`config.mk`:
```
export PLATFORM = sky130hd
export DESIGN_NAME = exp_series_ctrl
export DESIGN_NICKNAME = d
export VERILOG_FILES = /design/src/rtl/exp_ctrl_pkg.sv /design/src/rtl/exp_term_counter.sv /design/src/rtl/exp_series_ctrl.sv
export SDC_FILE = /design/constraint.sdc
export NUM_CORES = 1
export LEC_CHECK = 0
export ABC_AREA = 1
export CAP_MARGIN = 20
export CORE_MARGIN = 3
export CORE_UTILIZATION = 43
export CTS_CLUSTER_DIAMETER = 120
export DETAILED_ROUTE_END_ITERATION = 10
export GPL_ROUTABILITY_DRIVEN = 0
export PLACE_DENSITY = 0.77
export SLEW_MARGIN = 5
export SYNTH_ARGS = -nofsm -noshare
export SYNTH_HDL_FRONTEND = slang
export SYNTH_SLANG_ARGS = --single-unit
export TNS_END_PERCENT = 20
```
`constraint.sdc`:
```
create_clock -name clk -period 1.3 [get_ports clk]
set_input_delay 0.325 -clock clk [delete_from_list [all_inputs] [get_ports clk]]
set_output_delay 0.325 -clock clk [all_outputs]
set_load 0.05 [all_outputs]
```
`src/rtl/exp_ctrl_pkg.sv`:
```
// Shared types and constants for the Q8.8 exp() series controller.
// States are one-hot so every control output is a direct flop decode.
package exp_ctrl_pkg;

    localparam int          ROM_DEPTH = 8;
    localparam logic [15:0] ONE       = 16'h0100;

    localparam int B_IDLE  = 0;
    localparam int B_LOAD  = 1;
    localparam int B_MUL_X = 2;
    localparam int B_MUL_C = 3;
    localparam int B_ACC   = 4;
    localparam int B_DONE  = 5;

    typedef enum logic [5:0] {
        IDLE  = 6'b000001,
        LOAD  = 6'b000010,
        MUL_X = 6'b000100,
        MUL_C = 6'b001000,
        ACC   = 6'b010000,
        DONE  = 6'b100000
    } state_t;

endpackage

```
`src/rtl/exp_term_counter.sv`:
```
// Series term index: cleared on load/finish, advanced once per term.
// Saturates at the last legal index; it never wraps.
module exp_term_counter #(
    parameter int MAX_TERMS = 8,
    parameter int IDX_W     = 8
) (
    input  logic             clk,
    input  logic             rst,
    input  logic             clr,
    input  logic             inc,
    output logic [IDX_W-1:0] idx,
    output logic             last
);

    localparam logic [IDX_W-1:0] LAST_IDX = IDX_W'(MAX_TERMS - 1);

    logic [IDX_W-1:0] r_idx;

    // index register: clear wins over increment, hold at the last term
    always_ff @(posedge clk) begin
        if (rst || clr)
            r_idx <= '0;
        else if (inc && !last)
            r_idx <= r_idx + 1'b1;
    end

    assign last = (r_idx == LAST_IDX);
    assign idx  = r_idx;

endmodule

```
`src/rtl/exp_series_ctrl.sv`:
```
// Controller FSM sequencing the Q8.8 exp() series datapath.
// Optional: EXP_ALT_SIGN_EN adds port neg; odd terms subtract (exp(-x)).
module exp_series_ctrl
    import exp_ctrl_pkg::*;
#(
    parameter int MAX_TERMS = 8,
    parameter int IDX_W     = 8
) (
    input  logic             clk,
    input  logic             rst,
    input  logic             start,
`ifdef EXP_ALT_SIGN_EN
    input  logic             neg,
`endif
    input  logic             less_cmp,
    output logic             ready,
    output logic             busy,
    output logic             done,
    output logic             ld_x,
    output logic             s4_in,
    output logic             s4_mult,
    output logic             ld_y,
    output logic             init_tmp,
    output logic             init_ans,
    output logic             ld_tmp,
    output logic             ld_ans,
    output logic             s1_rom,
    output logic             s1_x,
    output logic             s2_tmp,
    output logic             s2_x,
    output logic [IDX_W-1:0] s3,
    output logic             sub
);

    // the ROM cannot supply more coefficients than it holds
    localparam int TERMS = (MAX_TERMS > ROM_DEPTH) ? ROM_DEPTH : MAX_TERMS;

    state_t           r_state;
    state_t           w_next;
    logic [IDX_W-1:0] w_idx;
    logic             w_last;
    logic             w_clr;
    logic             w_inc;

    // state register
    always_ff @(posedge clk) begin
        if (rst)
            r_state <= IDLE;
        else
            r_state <= w_next;
    end

    // next-state logic; less_cmp only matters while accumulating
    always_comb begin
        w_next = r_state;
        unique case (r_state)
            IDLE:    if (start) w_next = LOAD;
            LOAD:    w_next = MUL_X;
            MUL_X:   w_next = MUL_C;
            MUL_C:   w_next = ACC;
            ACC:     w_next = (less_cmp || w_last) ? DONE : MUL_X;
            DONE:    w_next = IDLE;
            default: w_next = IDLE;
        endcase
    end

    assign w_clr = r_state[B_LOAD] | r_state[B_DONE];
    assign w_inc = r_state[B_ACC] & ~less_cmp;

    exp_term_counter #(
        .MAX_TERMS (TERMS),
        .IDX_W     (IDX_W)
    ) u_cnt (
        .clk  (clk),
        .rst  (rst),
        .clr  (w_clr),
        .inc  (w_inc),
        .idx  (w_idx),
        .last (w_last)
    );

    // control outputs are pure decodes of single state flops
    assign ready    = r_state[B_IDLE];
    assign busy     = r_state[B_LOAD] | r_state[B_MUL_X]
                    | r_state[B_MUL_C] | r_state[B_ACC];
    assign done     = r_state[B_DONE];
    assign ld_x     = r_state[B_LOAD];
    assign s4_in    = r_state[B_LOAD];
    assign s4_mult  = 1'b0;
    assign ld_y     = r_state[B_LOAD];
    assign init_tmp = r_state[B_LOAD];
    assign init_ans = r_state[B_LOAD];
    assign ld_tmp   = r_state[B_MUL_X] | r_state[B_MUL_C];
    assign ld_ans   = r_state[B_ACC];
    assign s1_rom   = r_state[B_MUL_C];
    assign s1_x     = r_state[B_MUL_X];
    assign s2_tmp   = r_state[B_MUL_X] | r_state[B_MUL_C];
    assign s2_x     = 1'b0;
    assign s3       = w_idx;

`ifdef EXP_ALT_SIGN_EN
    logic r_neg_q;

    // capture the sign request when a computation is accepted
    always_ff @(posedge clk) begin
        if (rst)
            r_neg_q <= 1'b0;
        else if (start && r_state[B_IDLE])
            r_neg_q <= neg;
    end

    assign sub = r_state[B_ACC] & r_neg_q & ~w_idx[0];
`else
    assign sub = 1'b0;
`endif

endmodule

```
==> results of run 1 <==
-- registers in the layout, summed over array words and instances, names as in the netlist --
signal and count:
r_state 6, u_cnt.idx 8
-- routing by layer --
| layer | up-vias | part of all wire |
|---|---|---|
| li1 | 434 | - |
| met1 | 399 | 0.39 |
| met3 | 7 | 0.052 |
| met4 | 0 | 0.029 |
| met2 | 33 | 0.52 |
| met5 | - | 0 |
-- placed cells by master (no fill, tap or decap), drive strengths merged --
cell and instances:
nand3 7, conb 3, nor2 28, clkdlybuf4s50 3, xor2 3, nor3 3
nand4 2, ha 1, inv 11, o21ai 6, a21oi 7, buf 29
nand2 29, or2 1, dfxtp 14, clkbuf 4
-- worst max-delay path, delay by kind of cell (launching register included) --
family,cells,cell delay (ns)
AND/OR/NAND/NOR,2,0.26
buffers and inverters,1,0.16
flip-flops,1,0.36
-- power by group through the flow --
stage	Clock [mW]	Sequential (mW)	Combinational, mW
global route	0.353	0.466	0.612
finish	0.319	0.464	0.592
detailed placement	0	0.471	0.567
floorplan	0	0.525	0.283
global placement	0	0.470	0.557
CTS	0.331	0.462	0.592
-- cells by family (layout without fill, tap and decap cells) --
kind of cell    Yosys count  in the layout
xor+xnor                  3              3
simple gates             70             70
compound gates           13             13
buf+inv                  19             47
flops                    14             14
other cells               1              3
fa+ha+maj                 1              1
-- timing repair --
item / 4_1_cts / 5_1_grt
setup endpoints to repair: 12 / 16
gates resized for setup: 7 / 5
pin swaps: 1 / 1
cloned: 0 / 0
setup buffers: 2 / 0
-- metrics by stage --
stage	setup TNS, ns	hold slack (ns)	utilization	instance area [um2]
floorplan	-0.0121	0.384	-	848
global placement	-1.13	0.506	0.732	1280
detailed placement	-1.38	0.518	0.732	1280
CTS	-0.225	0.534	0.776	1360
global route	-0.412	0.556	0.790	1380
finish	-0.198	0.532	0.790	1380
-- cell type report --
class	count	share of cell area
repair buffers	32	0.359
well taps	25	0.0227
clock buffers	4	0.0263
inverters	11	0.0299
flip-flops and latches	14	0.223
multi-input cells	90	0.338
-- how the worst max path moves through the flow --
stage | endpoint | slack [ns] | cells after the start
global placement | u_cnt.idx[3] | -0.16 | 6
finish | busy | -0.08 | 3
CTS | busy | -0.10 | 3
detailed placement | u_cnt.idx[5] | -0.19 | 7
floorplan | s2_tmp | -0.01 | 3
global route | busy | -0.14 | 3
==> results.md, run 1 <==
* Status: complete, but fails checks
* Failing checks: negative setup slack
* Die area at 2440 um2
* Clock power frac at 0.232
* DR iter-0 viols at 24
* Final Cycle Share at 1.06
* Yosys reg bits at 14
* Area taken by multi-input logic gates at 467 um2
* Met3 Usage GRT at 0.0428
* Yosys cell types at 18
* CP startpoint: r_state[3]
* Internal Dissipation at 864 uW
* Synthesized area at 808 um2
* Total CTS buffers at 3
* Mux contribution to synthesized area at 0
* Chip height at 49.4 um
* Worst Reg-to-Reg Cells at 7
* Fill cells at 137
* CTS tree: done
* Critical path fanouts, max at 5
* Critical Path AT at 1.06 ns
* F_max at 0.723 GHz
* First-pass GRT wire length at 3590 um
* Num rows at 15
* Vias at 873
* Synth Area in Compound Gates at 0.0851
* RR Startpoint: u_cnt.idx[0]
* Pwr/cell area at 997 nW/um2
* Number of nets still failing antenna checks after routing at 0
* Combinational power share at 0.431
* Async set-reset flop share out of synthesis at 0
* Slowest stage delay, CP at 0.36 ns
* DRC at 0
* Critical path type: reg2out
* Clock Path Buffers at 2
* Post-synth EDFFs at 0
* 1st-pass router iterations at 4
* Req. time, crit path at 0.98 ns
* Static leakage at 0.551 nW
* Core ar. at 1750 um2
* Peak supply drop at 836 uV
* Skew final at 0.000342 ns
* GRT Overall Usage at 0.187
* Most common cell in the netlist: nand2_1
* GRT busiest layer: met2
* CP cell instances: nor2_4 > nand3_2 > buf_6
* RSZ-0062 raised after global routing: yes
* Avg WL per Cell at 11.8 um
* Initial antenna violation count at 0
* Diodes inserted at 0
* Register clock-pin slew on the reported worst setup and hold paths at 0.09 ns
* Fin nets at 157
* Hold path startpoint: u_cnt.idx[4]
* Startpoint types: register
* GRT met1 Usage at 0.215
* Avg Inst Size Synth at 6.68 um2
* Count of input and output buffers at 24
* Worst hold path class: reg2reg
* Vias in the first global route at 856
* Ports at 28
* Vias per inst at 4.96
* Seq/Total Area, Yosys at 0.347
* Setup WS post-layout at -0.0828 ns
* MaxCap Viol Count at 0
* Share of the synthesized area in the top cell type at 0.347
* H-Tree Depth at 1
* Post-Synth Adder-Cell Area at 0.0155
* Part of the power in registers at 0.337
* Final Hold Vio Count at 0
* Worst-case hold path end point: u_cnt.idx[4]
* Synth top cells by count: 27 x nand2_1, 25 x nor2_1, 14 x dfxtp_1
* Cells taking the most area after synthesis: dfxtp_1 35%, nand2_1 13%, nor2_1 12%
* Switching share of power at 0.371
* Synth Warn # at 0
* Synth Area in XOR/XNOR at 0.0325
* CTS Root Cell: clkbuf_4
* Area delta synth->final at 70.6%
* Synth area leader: dfxtp_1
* Crit-path slowest cell: dfxtp_4
* Setup WS pre-CTS at -0.194 ns
* Cell count after synthesis at 121
* Final std cells w/o fill at 176
* Clock insertion delay at the later pin of the skew report at 0.28 ns
* Final min period at 1.38 ns
* Simple-Gate Fraction of Synth Area at 0.390
* Placed cells at 170
* DP Wirelength at 1610 um
* Die X at 49.4 um
* Clock sink count at 14
* Reg2Reg Capture Point: u_cnt.idx[7]
* Reg area at 308 um2
* Hold Buf Count CTS at 0
* Grt met2 use at 0.317
* Pin count of the biggest net entering global routing at 10
* Total power draw at 1.37 mW
* Largest family of logic cells by synthesized area: simple AND/OR/NAND/NOR gates
* Initial core utilization at 0.463
* Final wirelength at 2080 um
* Final-report setup violation count at 3
* Synth Flop Type: dfxtp_1
* Max-slew violation count at 0
* WHS Path Cells at 2
* Layout cell share with drive strength beyond 1 at 0.384
* Overflow after GRT at 0
* P_sw at 511 uW
* Crit path capture type: output port
* Setup slack, reg-to-reg at 0.09 ns
Power figures use the tool's default switching activity.
==> run 2: changes to the inputs <==
Settings changed: CORE_MARGIN 3 to not set.
==> results.md, run 2 (synthesis results as in run 1) <==
* Status: complete, but fails checks
* Failing checks: negative setup slack
* MaxCap Viol Count at 0
* H-Tree Depth at 1
* Initial antenna violation count at 0
* Clock insertion delay at the later pin of the skew report at 0.28 ns
* Skew final at 0.00285 ns
* Vias in the first global route at 824
* Ports at 28
* RSZ-0062 raised after global routing: yes
* Clock Path Buffers at 2
* Fill cells at 111
* Commonest non-fill, non-tap cell in the layout: nand2_1
* Placed cell areas at 1280 um2
* GRT Overall Usage at 0.232
* Count of input and output buffers at 24
* Crit path capture: busy
* 1st-pass router iterations at 4
* Critical path fanouts, max at 4
* Total CTS buffers at 3
* Critical Path AT at 1.03 ns
* Die area at 2060 um2
* Crit path capture type: output port
* Area delta synth->final at 73.8%
* Num rows at 15
* CTS Root Cell: clkbuf_4
* DRC at 0
* Vias per inst at 4.92
* Area taken by multi-input logic gates at 469 um2
* Setup WS pre-CTS at -0.195 ns
* Reg2Reg Capture Point: u_cnt.idx[5]
* Peak supply drop at 766 uV
* Static leakage at 0.568 nW
* Layout cell share with drive strength beyond 1 at 0.406
* Overflow after GRT at 0
* Final core occ at 0.805
* Chip height at 45.4 um
* Final Hold Vio Count at 0
* Number of nets still failing antenna checks after routing at 0
* Fin nets at 161
* CP startpoint: r_state[2]
* Max-slew violation count at 0
* First-pass GRT wire length at 3400 um
* Startpoint types: register
* RR Startpoint: r_state[4]
* Final-report setup violation count at 3
* Pwr/cell area at 981 nW/um2
* Max reg flops at 8
* CTS tree: done
* Final min period at 1.36 ns
* Setup slack, reg-to-reg at 0.11 ns
* Clock sink count at 14
* Diodes inserted at 0
* Register clock-pin slew on the reported worst setup and hold paths at 0.08 ns
* Commonest non-fill, non-tap cells in the layout: 27 x nand2_1, 22 x nor2_1, 18 x buf_12
* Vias at 885
* Critical path type: reg2out
* Design Area, Final at 1410 um2
* DP Wirelength at 1560 um
* Die X at 45.4 um
* F_max at 0.737 GHz
* Placed cells at 171
* Final Cycle Share at 1.04
* Final hold slack at 0.531 ns
* Initial core utilization at 0.463
* Pin count of the biggest net entering global routing at 10
* Worst Reg-to-Reg Cells at 7
* Worst hold path class: reg2reg
* Req. time, crit path at 0.98 ns
* Final std cells w/o fill at 180
* Avg WL per Cell at 11.5 um
* DR iter-0 viols at 17
* Setup WS post-layout at -0.0563 ns
* Core ar. at 1750 um2
* Reg area at 305 um2
* Final wirelength at 2080 um
run 2: cell count changes in the layout (fill, tap and decap cells not counted):
cell / before / now
nor2_1: 23 / 22
buf_4: 7 / 11
nor2_2: 1 / 2
buf_8: 2 / 1
dfxtp_2: 7 / 8
dfxtp_4: 5 / 4
buf_6: 2 / 3
run 2: area by class of cell:
class,instances,area share
Clock buffer,4,0.0258
Inverter,11,0.0294
Multi-Input combinational cell,90,0.334
Sequential cell,14,0.217
Tap cell,25,0.0223
Timing Repair Buffer,36,0.371
run 2: repair_timing:
| item | CTS | global route |
|---|---|---|
| endpoints found under the hold margin | 0 | 0 |
| setup buffers | 4 | 1 |
| gates resized for setup | 5 | 6 |
| pin swaps | 1 | 2 |
| hold buffers | 0 | 0 |
| endpoints found under the setup margin | 8 | 18 |
run 2: metrics by stage:
step / total power [mW] / setup TNS (ns)
final: 1.38 / -0.112
after global routing: 1.44 / -0.309
after CTS: 1.38 / -0.121
after detailed placement: 1.04 / -1.31
after global placement: 1.02 / -1.15
after floorplan: 0.808 / -0.0121
run 2: worst min path at each step:
stage                  from            to  slack [ns]  cells after the start
5_1_grt        u_cnt.idx[7]  u_cnt.idx[7]        0.56                      2
6_report       u_cnt.idx[7]  u_cnt.idx[7]        0.53                      2
2_1_floorplan           rst    r_state[2]        0.38                      1
4_1_cts        u_cnt.idx[7]  u_cnt.idx[7]        0.53                      2
3_3_place_gp   u_cnt.idx[7]  u_cnt.idx[7]        0.51                      2
3_5_place_dp   u_cnt.idx[4]  u_cnt.idx[4]        0.51                      2
run 2: critical path, cell delays in order, from the launching register on:
cell and delay [ns]:
dfxtp_4 0.36, nor2_4 0.15, nand3_2 0.08, buf_6 0.16
run 2: layer usage:
layer,share of wire,track usage
met3,0.046,0.0280
met4,0.018,0.121
met2,0.54,0.420
met1,0.40,0.263
met5,0,0
run 2: power by group:
part	internal, mW	total, mW	switching (mW)
combinational	0.257	0.602	0.345
sequential	0.439	0.463	0.0241
clock	0.171	0.314	0.143
==> run 3: changes to the inputs <==
Settings changed: PLACE_DENSITY 0.77 to 0.79, SKIP_LAST_GASP set to 1.
==> results.md, run 3 (synthesis results as in run 1) <==
* Vias at 892
* Overflow after GRT at 0
* Worst path bufs/invs at 1
* GRT Overall Usage at 0.223
* Clock power frac at 0.232
* Hold Buf Count CTS at 0
* F_max at 0.727 GHz
* Final Cycle Share at 1.06
* RR Startpoint: u_cnt.idx[0]
* CTS tree: done
* Startpoint types: register
* Layout cell share with drive strength beyond 1 at 0.388
* H-Tree Depth at 1
* Placed cells at 170
* Die X at 45.4 um
* Final-report setup violation count at 8
* Internal Dissipation at 865 uW
* RSZ-0062 raised after global routing: yes
* Pwr/cell area at 994 nW/um2
* MaxCap Viol Count at 0
* Final wirelength at 2150 um
* Static leakage at 0.551 nW
* Peak supply drop at 946 uV
* Avg WL per Cell at 12.1 um
* Die area at 2060 um2
* Ports at 28
* Critical Path AT at 1.05 ns
* Core ar. at 1750 um2
* Initial antenna violation count at 0
* Slowest stage delay, CP at 0.37 ns
* Switching share of power at 0.367
* Critical path type: reg2out
* Commonest non-fill, non-tap cell in the layout: nand2_1
* Total CTS buffers at 3
* Area delta synth->final at 70.1%
* Count of input and output buffers at 24
* Failing checks: negative setup slack
* Chip height at 45.4 um
* Initial core utilization at 0.463
* Clock insertion delay at the later pin of the skew report at 0.29 ns
* Final core occ at 0.788
* CTS Root Cell: clkbuf_4
* Clock sink count at 14
* Req. time, crit path at 0.98 ns
* DR iter-0 viols at 31
* 1st-pass router iterations at 5
* Status: complete, but fails checks
* Pin count of the biggest net entering global routing at 10
* Fin nets at 158
* Num rows at 15
* Vias in the first global route at 789
* Top Family by Delay on Critical Path: flip-flops
* Final Hold Vio Count at 0
* Crit-path slowest cell: dfxtp_4
* Hold path startpoint: r_state[2]
* Final min period at 1.38 ns
* Diodes inserted at 0
* Setup WS post-layout at -0.0755 ns
* Register clock-pin slew on the reported worst setup and hold paths at 0.09 ns
* Crit path capture type: output port
* Number of nets still failing antenna checks after routing at 0
* CP startpoint: r_state[2]
* DP Wirelength at 1520 um
* Worst hold path class: reg2reg
* Final std cells w/o fill at 177
* Skew final at 0.00478 ns
* Commonest non-fill, non-tap cells in the layout: 27 x nand2_1, 24 x nor2_1, 19 x buf_12
* Part of the power in registers at 0.337
* Max reg flops at 8
* CP cell instances: nor2_4 > nand3_2 > buf_12
* First-pass GRT wire length at 3190 um
* Clock Path Buffers at 2
* Combinational power share at 0.431
* Vias per inst at 5.04
* DRC at 0
* P_sw at 502 uW
* Critical path fanouts, max at 4
* Max-slew violation count at 0
run 3: cell count changes in the layout (fill, tap and decap cells not counted), sizes merged:
cell  previous run  this run
nor2            28        29
buf             33        29
run 3: tightest hold or removal path: cells and delay by family (launching register included):
| kind | cells | cell delay [ns] |
|---|---|---|
| simple gates | 2 | 0.15 |
| flops | 1 | 0.37 |
run 3: cell type report:
type	instances	area, um2
clock buffer	4	36.3
fill	115	370
inverter	11	41.3
multi-input combinational	91	475
sequential	14	305
tap	25	31.3
timing repair buffer	32	485
run 3: final timing paths:
| path | cells after the start | endpoint | slack (ns) |
|---|---|---|---|
| setup / recovery | 3 | busy | -0.08 |
| hold reg to reg | 2 | r_state[3] | 0.55 |
| setup reg to reg | 6 | u_cnt.idx[5] | 0.03 |
| hold / removal | 2 | r_state[3] | 0.55 |
run 3: what timing repair did:
item,CTS,global route
pin swaps,1,3
endpoints found under the setup margin,9,16
cloned,0,1
buffers inserted,1,1
endpoints found under the hold margin,0,0
resized for setup,1,5
run 3: metal layers:
metal  global-route usage  routed length [um]  share of wire
met4                0.188                  54          0.025
met3               0.0240                 113          0.053
met5                    0                   0              0
met1                0.235                 842           0.39
met2                0.391                1140           0.53
run 3: power groups by stage:
stage	clock network, mW	registers [mW]	logic, mW
floorplan	0	0.525	0.283
global placement	0	0.469	0.577
finish	0.317	0.460	0.590
global route	0.345	0.465	0.614
CTS	0.322	0.461	0.588
detailed placement	0	0.470	0.584
run 3: per-stage QoR:
stage	power (mW)	setup slack [ns]	hold WS, ns	setup TNS (ns)	cell area [um2]
2_1_floorplan	0.808	-0.0121	0.384	-0.0121	848
4_1_cts	1.37	-0.0713	0.541	-0.299	1340
6_report	1.37	-0.0755	0.547	-0.263	1380
5_1_grt	1.42	-0.122	0.566	-0.869	1380
3_5_place_dp	1.05	-0.226	0.524	-1.63	1290
3_3_place_gp	1.05	-0.155	0.507	-1.12	1290
